===== config.mk =====
export PLATFORM = sky130hd
export DESIGN_NAME = xm_pipeline_latch
export DESIGN_NICKNAME = d
export VERILOG_FILES = /design/src/rtl/xm_pipeline_latch.sv
export SDC_FILE = /design/constraint.sdc
export NUM_CORES = 1
export LEC_CHECK = 0
export BUFFER_PORTS_ARGS = -buffer_cell sky130_fd_sc_hd__clkbuf_2
export CAP_MARGIN = 20
export CORE_AREA = 2 2 146 148
export CTS_BUF_LIST = sky130_fd_sc_hd__clkbuf_16
export CTS_CLUSTER_SIZE = 28
export DETAILED_ROUTE_END_ITERATION = 16
export DIE_AREA = 0 0 148 150
export PLACE_DENSITY_LB_ADDON = 0.12
export SLEW_MARGIN = 10
export SYNTH_ARGS = -nofsm -noshare
export SYNTH_HDL_FRONTEND = slang
export SYNTH_SLANG_ARGS = --single-unit

===== constraint.sdc =====
create_clock -name clock -period 1.56 [get_ports clock]
set_input_delay 0.156 -clock clock [delete_from_list [all_inputs] [get_ports clock]]
set_output_delay 0.156 -clock clock [all_outputs]
set_load 0.1 [all_outputs]

===== src/rtl/xm_pipeline_latch.sv =====
// Execute-to-Memory pipeline register with multicycle mult/div sequencing.
// Optional MD_TIMEOUT_EN adds a BUSY watchdog that forces an md exception.
module xm_pipeline_latch #(
  parameter int unsigned MD_TIMEOUT   = 40,
  parameter int unsigned RSTATUS_MULT = 4,
  parameter int unsigned RSTATUS_DIV  = 5
) (
  input  logic        clock,
  input  logic        reset,
  input  logic        flush,
  input  logic [31:0] IR_Execute,
  input  logic [31:0] O_Execute,
  input  logic [31:0] B_Execute,
  input  logic [4:0]  wC_Execute,
  input  logic [31:0] A_md,
  input  logic [31:0] B_md,
  input  logic [31:0] md_result,
  input  logic        md_resultRDY,
  input  logic        md_exception,
  output logic        ctrl_MULT,
  output logic        ctrl_DIV,
  output logic [31:0] md_opA,
  output logic [31:0] md_opB,
  output logic        stall_md,
  output logic [31:0] IR_Memory,
  output logic [31:0] O_Memory,
  output logic [31:0] B_Memory,
  output logic [4:0]  wC_Memory
);

  localparam int unsigned XLEN = 32;
  localparam int unsigned WCW  = 5;

  typedef enum logic {IDLE, BUSY} state_t;

  state_t state;
  logic   op_div;
  logic   is_rtype;
  logic   is_mult;
  logic   is_div;
  logic   md_op;
  logic   timeout;
  logic   done;
  logic   done_exc;

  // mult/div are R-type (opcode 0) with ALU op 00110 / 00111
  assign is_rtype = (IR_Execute[31:27] == 5'b00000);
  assign is_mult  = is_rtype && (IR_Execute[6:2] == 5'b00110);
  assign is_div   = is_rtype && (IR_Execute[6:2] == 5'b00111);
  assign md_op    = is_mult || is_div;

`ifdef MD_TIMEOUT_EN
  localparam int unsigned CNT_W = $clog2(MD_TIMEOUT + 1);

  logic [CNT_W-1:0] md_count;

  assign timeout = (state == BUSY) && (md_count == CNT_W'(MD_TIMEOUT - 1));

  // Cycles spent in BUSY; idle, flush and completion all restart it
  always_ff @(posedge clock or negedge reset) begin
    if (!reset) begin
      md_count <= '0;
    end else if (flush || (state != BUSY) || done) begin
      md_count <= '0;
    end else begin
      md_count <= md_count + CNT_W'(1);
    end
  end
`else
  assign timeout = 1'b0;
`endif

  // A real ready pulse takes precedence over a coincident timeout
  assign done     = (state == BUSY) && (md_resultRDY || timeout);
  assign done_exc = md_resultRDY ? md_exception : 1'b1;

  assign ctrl_MULT = reset && !flush && (state == IDLE) && is_mult;
  assign ctrl_DIV  = reset && !flush && (state == IDLE) && is_div;
  assign md_opA    = A_md;
  assign md_opB    = B_md;
  assign stall_md  = reset && !flush &&
                     (((state == IDLE) && md_op) || ((state == BUSY) && !done));

  always_ff @(posedge clock or negedge reset) begin
    if (!reset) begin
      state     <= IDLE;
      op_div    <= 1'b0;
      IR_Memory <= '0;
      O_Memory  <= '0;
      B_Memory  <= '0;
      wC_Memory <= '0;
    end else if (flush) begin
      state     <= IDLE;
      IR_Memory <= '0;
      O_Memory  <= '0;
      B_Memory  <= '0;
      wC_Memory <= '0;
    end else begin
      case (state)
        IDLE: begin
          if (md_op) begin
            state     <= BUSY;
            op_div    <= is_div;
            IR_Memory <= '0;
            O_Memory  <= '0;
            B_Memory  <= '0;
            wC_Memory <= '0;
          end else begin
            IR_Memory <= IR_Execute;
            O_Memory  <= O_Execute;
            B_Memory  <= B_Execute;
            wC_Memory <= wC_Execute;
          end
        end
        BUSY: begin
          if (done) begin
            state     <= IDLE;
            IR_Memory <= IR_Execute;
            B_Memory  <= B_Execute;
            if (done_exc) begin
              O_Memory  <= op_div ? XLEN'(RSTATUS_DIV) : XLEN'(RSTATUS_MULT);
              wC_Memory <= {1'b1, wC_Execute[3:1], 1'b1};
            end else begin
              O_Memory  <= md_result;
              wC_Memory <= {1'b0, wC_Execute[WCW-2:0]};
            end
          end else begin
            IR_Memory <= '0;
            O_Memory  <= '0;
            B_Memory  <= '0;
            wC_Memory <= '0;
          end
        end
        default: state <= IDLE;
      endcase
    end
  end

endmodule


* After elaboration in Yosys (flattened, before gate mapping)
Index checks and enable logic that the tools add are counted.
Operators by class: bitwise logic cells 2, eq/ne operators 2, multiplexer cells 24, reductions and logical operators 16
Operator list (number):
- $mux 32 | 10
- $pmux 32 s2 | 3
- $mux 5 | 4
- $eq 5x3->1 const B | 2
- $logic_and 1x1->1 | 10
- $pmux 5 s2 | 1
- $logic_not 5->1 | 1
- $mux 1 | 5
- $reduce_and 3->1 | 1
- $logic_not 1->1 | 2
- $logic_or 1x1->1 | 2
- $not 1->1 | 2
- $pmux 1 s2 | 1
Word-level totals: word-level logic and storage cells 50, output and inout bits 168, input bits 202, bits in registers 103

* Logic depth before layout (Yosys ltp)
Gate-level depths: netlist (run 1).
word-level depth 6, mapped depth 6, mapped depth without buffers 3

* Least setup slack after synthesis (run 1)
Ideal clock, no wire load.
kind input to output, start input IR_Execute[5], end output ctrl_DIV, buffers on the path 1, slack -1.460 ns, stages on the path 4, data required time 1.404 ns, data arrival time 2.864 ns, cells stage by stage and4bb_2 nand4b_2 buf_2 nor3_1
Between the ends: cells in the longest elaborated chain, start to end 3
Ends and longest elaborated chain:
- from (decl) | RTL line 11 | input logic [31:0] IR_Execute,
- $eq 5x3->1 | RTL line 49 | assign is_div = is_rtype && (IR_Execute[6:2] == 5'b00111);
- $logic_and 1x1->1 | RTL line 49
- $logic_and 1x1->1 | RTL line 78 | assign ctrl_DIV = reset && !flush && (state == IDLE) && is_div;
- to (decl) | RTL line 21 | output logic ctrl_DIV,
No other way between the ends.

* Worst setup path in the final report (run 1)
start register state, end output ctrl_DIV
Between the ends: cells in the longest elaborated chain, start to end 3
Ends and longest elaborated chain:
- from (decl) | RTL line 36 | state_t state;
- from (signal assigned) | RTL line 86 | state <= IDLE;
- from (signal assigned) | RTL line 93 | state <= IDLE;
- from (signal assigned) | RTL line 102 | state <= BUSY;
- $not 1->1 (no line)
- $logic_and 1x1->1 (2 in series) | RTL line 78
No other way between the ends.

==> flow_metrics.tcl, run 1 <==
set metrics [dict create \
    detail_route.drc_violations 0 \
    max-vdd-ir-drop_mv 0.402 \
    grt_pass1_wl_um 21400 \
    top_layer "met4" \
    postSynth.asyncResetShare_pct 100 \
    num_vias 3112 \
    violations "setup timing" \
    drt-initial-drc-count 110 \
    hp-class "primary input to register" \
    critPathArrivalTime_ns 1.51 \
    rsz0062_at_grt "yes" \
    cp-start-kind "register" \
    seq_power_share_pct 41.5 \
    ys_top_cells_by_count "dfrtp_1 (103), and3_1 (68), buf_4 (67), a22o_1 (31), buf_6 (13)" \
    h-tree-depth 3 \
    cts.clk_slew.worst_paths_ns 0.08 \
    path_max_fanout 5 \
    dominantRegCellSynth "dfrtp_1" \
    power_switching_share_pct 35.8 \
    grt_max_degree 104 \
    dr_wl_met2_um 7510 \
    detail-route-antenna-nets 0 \
    synth_top_family_by_area "buffers and inverters" \
    place_area_mm2 0.00526 \
    root_buffer "clkbuf_16" \
    met3_length_um 1840 \
    p_int_uw 4390 \
    fin_ws_ns -0.106 \
    synth_area_leaders "dfrtp_1 (62%), buf_4 (12%), and3_1 (10%), a22o_1 (6.5%), buf_6 (3.5%)" \
    synth_top_area_cell "dfrtp_1" \
    die_h_um 150 \
    crit_type "register to output port" \
    port_buffers 241 \
    clock_path_buffers 2 \
    fin_nets 704 \
    first_global_vias 3297 \
    viasPerCell 3.98 \
    relSlewSlack_pct 61.9 \
    worst_pin_slew_ns 0.574 \
    fp.dieW_um 148 \
    cp.required_ns 1.40 \
    area_growth_pct 36.7 \
    ys_ff_latch 103 \
    synth.most_common_cell "dfrtp_1" \
    hold_violations 0 \
    grt-ovfl-total 0 \
    dp_cells 756 \
    end_kind "output port" \
    leakage_uw 0.00325 \
    tritoncts "built" \
    dr.pass1.iters 4 \
    clkPwrFrac_pct 35.0 \
    synth_area_mm2 0.00415 \
    antenna_found_initial 0 \
    slew_violations 0 \
    yosys_warnings 0 \
    dp_hpwl_um 11800 \
    io_pins 370 \
    min_period_ns 1.67 \
    clkLatencyLatePin_ns 0.35 \
    synthSimpleGateAreaFrac_pct 12.9 \
    post-route-cell-area_mm2 0.00567 \
    setup_viol_count_final 3 \
    muxShareOfSynthArea_pct 0.513 \
    drv_cap 0 \
    synth_xor_area_share_pct 0 \
    grt.total_usage_pct 13.2 \
    wl_per_cell_um 19.4 \
    post-route-period-util_pct 107 \
    clock_sinks 103 \
    synth.avg_cell_area_um2 13.2 \
    antenna_cells 0 \
    synthAdderAreaFrac_pct 0 \
    wl_met1_um 5340 \
    cts_buffers 9 \
    max_freq_mhz 600 \
    switching_power_uw 2450 \
    synth_edf_count 0 \
    postSynthCellCount 313 \
    finalWirelength_um 15100 \
    power_density_mw_per_mm2 1210 \
    seq_area_frac_synth_pct 62.2 \
    synth.distinct_cells 25 \
    gp_congestion 0.755 \
    combPwrFrac_pct 23.5 \
    synth_nets 515 \
    stdcell_count 782 \
    drive_above_1_share_pct 55.6 \
    synth-compound-area-share_pct 7.94 \
    rows 53 \
    dieArea_mm2 0.0222 \
    synth_top_area_share_pct 62.2 \
    fin_skew_ns 0.0128 \
    initial_core_util_pct 20.0 \
    coreArea_mm2 0.0207 \
    status "finished with violations" \
]
[state kept, by name, indices dropped and copies added, names as in the netlist]
signal,count
O_Memory,32
state,1
IR_Memory,32
op_div,1
B_Memory,32
wC_Memory,5
[routing by layer]
layer  vias up  track usage (%)
met4         0             6.14
met1      1466             14.1
met3        29             5.67
li1       1396                -
met5         -                0
met2       221             22.5
[stage by stage]
stage                     setup TNS (ns)  util, %  setup WS, ns  total power [uW]  hold WS (ns)
final                             -0.272     27.4        -0.106              6840        0.0181
after global routing              -0.564     27.4        -0.196              7130       0.00472
after CTS                         -0.366     27.4        -0.150              6970      0.000153
after detailed placement               0     25.4        0.0943              4500         0.302
after global placement                 0     25.4         0.136              4500         0.298
after floorplan                   -0.369        -        -0.193              4830        -0.140
[critical path, cell delays in order, from the launching register on]
cell,delay [ns]
dfrtp_1,0.41
nand4b_4,0.27
nor3_4,0.26
buf_12,0.21
[area by class of cell]
| class | count | area [um^2] |
|---|---|---|
| multi-input cells | 122 | 935 |
| repair buffers | 263 | 1490 |
| clock buffers | 9 | 225 |
| well taps | 275 | 344 |
| fillers | 2273 | 15000 |
| clock inverters | 7 | 81.3 |
| inverters | 3 | 11.3 |
| flip-flops and latches | 103 | 2580 |
[layout by cell type, fill, tap and decap left out, types with 2 or more instances in the layout]
cell,instances
dfrtp_1,103
buf_4,10
clkbuf_16,9
dlygate4sd3_1,8
a22o_1,31
inv_1,4
and3_1,68
nor2_1,2
o2bb2ai_1,2
clkbuf_2,237
clkinv_4,2
inv_8,2
buf_12,7
nor3_4,3
[power by group through the flow]
stage	sequential (uW)	clock (uW)	combinational, uW
2_1_floorplan	3890	0	941
3_3_place_gp	2890	0	1600
3_5_place_dp	2890	0	1610
4_1_cts	2840	2510	1620
5_1_grt	2850	2600	1670
6_report	2840	2400	1610
[path summary, 6_finish.rpt]
path | from | to | slack (ns) | cells past startpoint
setup reg to reg | state | O_Memory[3] | 0.09 | 5
hold reg to reg | op_div | op_div | 0.53 | 1
max in group asynchronous | reset | O_Memory[3] | 0.65 | 3
min in group asynchronous | reset | IR_Memory[3] | 0.48 | 3
hold / removal | wC_Execute[4] | wC_Memory[4] | 0.02 | 2
setup / recovery | state | ctrl_DIV | -0.11 | 3
[logic make-up after synthesis]
logic type      count (synthesis)
buf+inv                        88
flops                         103
compound gates                 37
simple gates                   83
mux                             2
[repair_timing]
action / in CTS / in global routing
buffers inserted: 2 / 0
pin swaps: 2 / 1
hold endpoints to repair: 110 / 0
hold buffers: 8 / 0
endpoints found under the setup margin: 3 / 5
gates resized for setup: 1 / 1
Note: power is estimated with default switching activity, not from simulation.
==> run 2, diff against run 1 <==
Settings changed: CTS_BUF_LIST sky130_fd_sc_hd__clkbuf_16 to sky130_fd_sc_hd__clkbuf_4 sky130_fd_sc_hd__clkbuf_8 sky130_fd_sc_hd__clkbuf_16.
==> flow_metrics.tcl, run 2 (synthesized netlist as in run 1, its figures left out) <==
set metrics [dict create \
    leakage_uw 0.00325 \
    multi_input_area_um2 935 \
    p_total_uw 6870 \
    crit_type "register to output port" \
    gp_congestion 0.755 \
    clock_path_buffers 2 \
    viasPerCell 3.98 \
    fp.dieW_um 148 \
    slew_violations 0 \
    grt.total_usage_pct 13.2 \
    cp-start-kind "register" \
    drt-initial-drc-count 110 \
    worst_pin_slew_ns 0.574 \
    hp-class "primary input to register" \
    end_kind "output port" \
    top_regs "B_Memory x32, IR_Memory x32, O_Memory x32" \
    area_growth_pct 36.8 \
    fin_skew_ns 0.0128 \
    drv_cap 0 \
    rows 53 \
    finalWirelength_um 15100 \
    detail_route.drc_violations 0 \
    max_freq_mhz 600 \
    cts_buffers 9 \
    place_area_mm2 0.00526 \
    initial_core_util_pct 20.0 \
    grt-ovfl-total 0 \
    fin_nets 704 \
    die_h_um 150 \
    dr.pass1.iters 4 \
    final_common_cell "clkbuf_2" \
    hold_violations 0 \
    post-route-period-util_pct 107 \
    ff_latch_area_mm2 0.00258 \
    min_period_ns 1.67 \
    io_pins 370 \
    antenna_found_initial 0 \
    power_density_mw_per_mm2 1210 \
    status "finished with violations" \
    critPathArrivalTime_ns 1.51 \
    dieArea_mm2 0.0222 \
    tritoncts "built" \
    drive_above_1_share_pct 55.8 \
    crit_buf_inv 1 \
    whs_ns 0.0180 \
    h-tree-depth 3 \
    wl_per_cell_um 19.4 \
    max-vdd-ir-drop_mv 0.402 \
    cpLargestDelayFamily "simple AND/OR/NAND/NOR gates" \
    first_global_vias 3297 \
    cts.clk_slew.worst_paths_ns 0.08 \
    grt_pass1_wl_um 21400 \
    path_max_fanout 5 \
    coreArea_mm2 0.0207 \
    root_buffer "clkbuf_16" \
    cp.required_ns 1.40 \
    dp_cells 756 \
    stdcell_count 782 \
    detail-route-antenna-nets 0 \
    fin_ws_ns -0.105 \
    clock_sinks 103 \
    relSlewSlack_pct 61.9 \
    final_cell_mix "clkbuf_2 (237), dfrtp_1 (103), and3_1 (68)" \
    dp_hpwl_um 11800 \
    critical-path-max-stage-delay_ns 0.41 \
    crit_chain "nand4b_4 -> nor3_4 -> buf_12" \
    grt_max_degree 104 \
    fillers 2271 \
    violations "setup timing" \
    port_buffers 241 \
    antenna_cells 0 \
    setup_viol_count_final 3 \
    clkLatencyLatePin_ns 0.35 \
    num_vias 3111 \
    post-route-cell-area_mm2 0.00567 \
    rsz0062_at_grt "yes" \
    cpMaxStageDelayCell "dfrtp_1" \
]
-- run 2: metrics by stage --
| step | worst slack, ns | TNS, ns | util, % |
|---|---|---|---|
| global route | -0.196 | -0.563 | 27.4 |
| detailed placement | 0.0943 | 0 | 25.4 |
| global placement | 0.136 | 0 | 25.4 |
| CTS | -0.150 | -0.366 | 27.4 |
| finish | -0.105 | -0.272 | 27.4 |
| floorplan | -0.193 | -0.369 | - |
-- run 2: layer usage --
| layer | vias to the layer above | wire, um | track usage [%] |
|---|---|---|---|
| met5 | - | 0 | 0 |
| li1 | 1396 | - | - |
| met1 | 1465 | 5340 | 14.1 |
| met4 | 0 | 454 | 6.14 |
| met2 | 221 | 7510 | 22.5 |
| met3 | 29 | 1840 | 5.67 |
-- run 2: path summary, 6_finish.rpt --
kind | startpoint | end | slack, ns | depth (start not counted)
worst max-delay path | state | ctrl_DIV | -0.11 | 3
worst min-delay path | wC_Execute[4] | wC_Memory[4] | 0.02 | 2
worst max register to register | state | O_Memory[3] | 0.09 | 5
worst min register to register | op_div | op_div | 0.53 | 1
max in group asynchronous | reset | O_Memory[3] | 0.65 | 3
min in group asynchronous | reset | IR_Memory[3] | 0.48 | 3
-- run 2: what timing repair did --
item                                    4_1_cts  5_1_grt
hold buffers                                  8        0
pin swaps                                     2        1
buffers inserted                              2        0
endpoints found under the setup margin        3        5
endpoints found under the hold margin       110        0
gates resized for setup                       1        1
-- run 2: layout make-up --
class | instances | share of cell area [%]
sequential | 103 | 45.5
timing repair buffer | 263 | 26.3
multi-input combinational | 122 | 16.5
tap | 275 | 6.07
clock buffer | 10 | 4.10
clock inverter | 6 | 1.37
inverter | 3 | 0.199
-- run 2: power by group --
group	total [uW]	internal (uW)	switching, uW
Clock	2420	1290	1130
Sequential	2840	2800	38.7
Combinational	1610	323	1280
Total	6870	4420	2450
-- run 2: worst reg2reg max path, cell delays in order, from the launching register on --
cell and delay [ns]:
dfrtp_1 0.41, buf_4 0.15, or2_1 0.25, a31oi_4 0.19
buf_12 0.22, a22o_1 0.18
==> run 3, diff against run 2 <==
Settings changed: GPL_ROUTABILITY_DRIVEN set to 0, SETUP_SLACK_MARGIN set to 0.5.
==> flow_metrics.tcl, run 3 (synthesized netlist as in run 1, its figures left out) <==
set metrics [dict create \
    final_common_cell "clkbuf_2" \
    critPathArrivalTime_ns 1.46 \
    wl_per_cell_um 21.1 \
    grt_pass1_wl_um 22700 \
    grt-ovfl-total 0 \
    fin_ws_ns -0.0510 \
    drt-initial-drc-count 55 \
    cts_buffers 9 \
    top_regs "B_Memory x32, IR_Memory x32, O_Memory x32" \
    r2r_end "O_Memory[20]" \
    crit_buf_inv 1 \
    setup_viol_count_final 34 \
    r2r_slack_ns -0.04 \
    worstSetupStartpoint "state" \
    ff_latch_area_mm2 0.00258 \
    power_density_mw_per_mm2 1010 \
    initial_core_util_pct 20.0 \
    final_cell_mix "clkbuf_2 (136), dfrtp_1 (103), buf_12 (66)" \
    crit_path_end "ctrl_DIV" \
    cp-start-kind "register" \
    antenna_found_initial 0 \
    h-tree-depth 3 \
    dr.pass1.iters 4 \
    cts.clk_slew.worst_paths_ns 0.08 \
    detail-route-antenna-nets 0 \
    tns_ns -0.684 \
    drv_cap 0 \
    finalWirelength_um 16700 \
    grt_use_met3_pct 6.01 \
    min_period_ns 1.61 \
    path_max_fanout 5 \
    fin_skew_ns 0.00695 \
    detail_route.drc_violations 0 \
    grt_max_degree 104 \
    relSlewSlack_pct 61.0 \
    area_growth_pct 82.5 \
    die_h_um 150 \
    critical-path-max-stage-delay_ns 0.40 \
    worstReg2RegStart "state" \
    tritoncts "built" \
    max-vdd-ir-drop_mv 0.429 \
    clkLatencyLatePin_ns 0.35 \
    hold_violations 0 \
    p_total_uw 7650 \
    root_buffer "clkbuf_16" \
    port_buffers 241 \
    final_util_pct 36.6 \
    max_freq_mhz 621 \
    fillers 2072 \
    worst_pin_slew_ns 0.585 \
    grt.total_usage_pct 14.0 \
    first_global_vias 3405 \
    cp.required_ns 1.40 \
    clock_path_buffers 2 \
    dp_hpwl_um 11500 \
    post-route-cell-area_mm2 0.00757 \
    fin_nets 717 \
    cpLargestDelayFamily "simple AND/OR/NAND/NOR gates" \
    whs_ns 0.0161 \
    end_kind "output port" \
    io_pins 370 \
    cpMaxStageDelayCell "dfrtp_1" \
    rows 53 \
    rsz0062_at_grt "yes" \
    num_vias 3255 \
    drive_above_1_share_pct 61.9 \
    clock_sinks 103 \
    crit_cells 3 \
    fp.dieW_um 148 \
    met1_usage_pct 14.9 \
    post-route-period-util_pct 103 \
    coreArea_mm2 0.0207 \
    multi_input_area_mm2 0.00108 \
    crit_chain "nand4b_4 -> nor3_4 -> buf_12" \
    status "finished with violations" \
    antenna_cells 0 \
    hp-class "primary input to register" \
    leakage_uw 0.00383 \
    slew_violations 0 \
    place_area_mm2 0.00526 \
    violations "setup timing" \
    grt-busiest-layer "met2" \
    crit_type "register to output port" \
    dieArea_mm2 0.0222 \
    grtUsageMet2_pct 24.2 \
    reg2regPathDepth 7 \
    viasPerCell 4.09 \
]
run 3: cell count changes in the layout (fill, tap and decap cells not counted), moves of 2 or more:
| cell | before | now |
|---|---|---|
| and3_4 | 0 | 24 |
| and3_1 | 68 | 44 |
| buf_8 | 0 | 27 |
| buf_16 | 0 | 3 |
| buf_4 | 10 | 12 |
| buf_12 | 7 | 66 |
| clkbuf_16 | 9 | 30 |
| dlygate4sd3_1 | 8 | 10 |
| o2bb2ai_2 | 0 | 2 |
| clkbuf_2 | 237 | 136 |
| o2bb2ai_1 | 2 | 0 |
run 3: stage by stage:
step	std cells	worst slack [ns]
after floorplan	313	-0.193
after global placement	754	0.0823
after detailed placement	754	0.0365
after CTS	788	-0.0759
after global routing	795	-0.126
final	795	-0.0510
run 3: how the worst min path moves through the flow:
stage                     slack (ns)  depth (start not counted)          start             to
final                           0.02                          2  O_Execute[29]   O_Memory[29]
after global routing           0.008                          2  O_Execute[29]   O_Memory[29]
after floorplan                -0.14                          0          reset    B_Memory[0]
after CTS                    0.00007                          2  O_Execute[29]   O_Memory[29]
after global placement          0.30                          2          reset  IR_Memory[11]
after detailed placement        0.31                          2          reset   IR_Memory[7]
run 3: area by class of cell:
| cell class | instances | area share, % |
|---|---|---|
| Multi-Input combinational cell | 122 | 14.2 |
| Clock buffer | 10 | 3.16 |
| Timing Repair Buffer | 276 | 42.5 |
| Inverter | 3 | 0.149 |
| Clock inverter | 6 | 1.32 |
| Tap cell | 275 | 4.55 |
| Sequential cell | 103 | 34.1 |
run 3: layer usage:
layer | vias to the layer above | wire length, um
met5 | - | 0
met1 | 1590 | 5690
met2 | 210 | 8770
met4 | 0 | 522
met3 | 37 | 1760
li1 | 1418 | -
run 3: power by group:
group	switching (uW)	internal [uW]	leakage, uW
combinational	1320	806	0.00234
sequential	107	2800	0.00133
clock	1130	1480	0.000167
total	2560	5090	0.00383
run 3: worst reg2reg max path, cell delays in order (launching register included):
cell and delay [ns]:
dfrtp_1 0.40, buf_4 0.15, buf_4 0.14, or2_4 0.23
a31oi_4 0.17, buf_12 0.16, clkbuf_16 0.17, a22o_1 0.12
run 3: what timing repair did:
| action | 4_1_cts | 5_1_grt |
|---|---|---|
| hold buffers | 10 | 0 |
| endpoints found under the setup margin | 198 | 200 |
| hold endpoints to repair | 112 | 0 |
| resized for setup | 235 | 176 |
| buffers inserted | 6 | 3 |
| pin swaps | 18 | 3 |
| cloned | 2 | 4 |
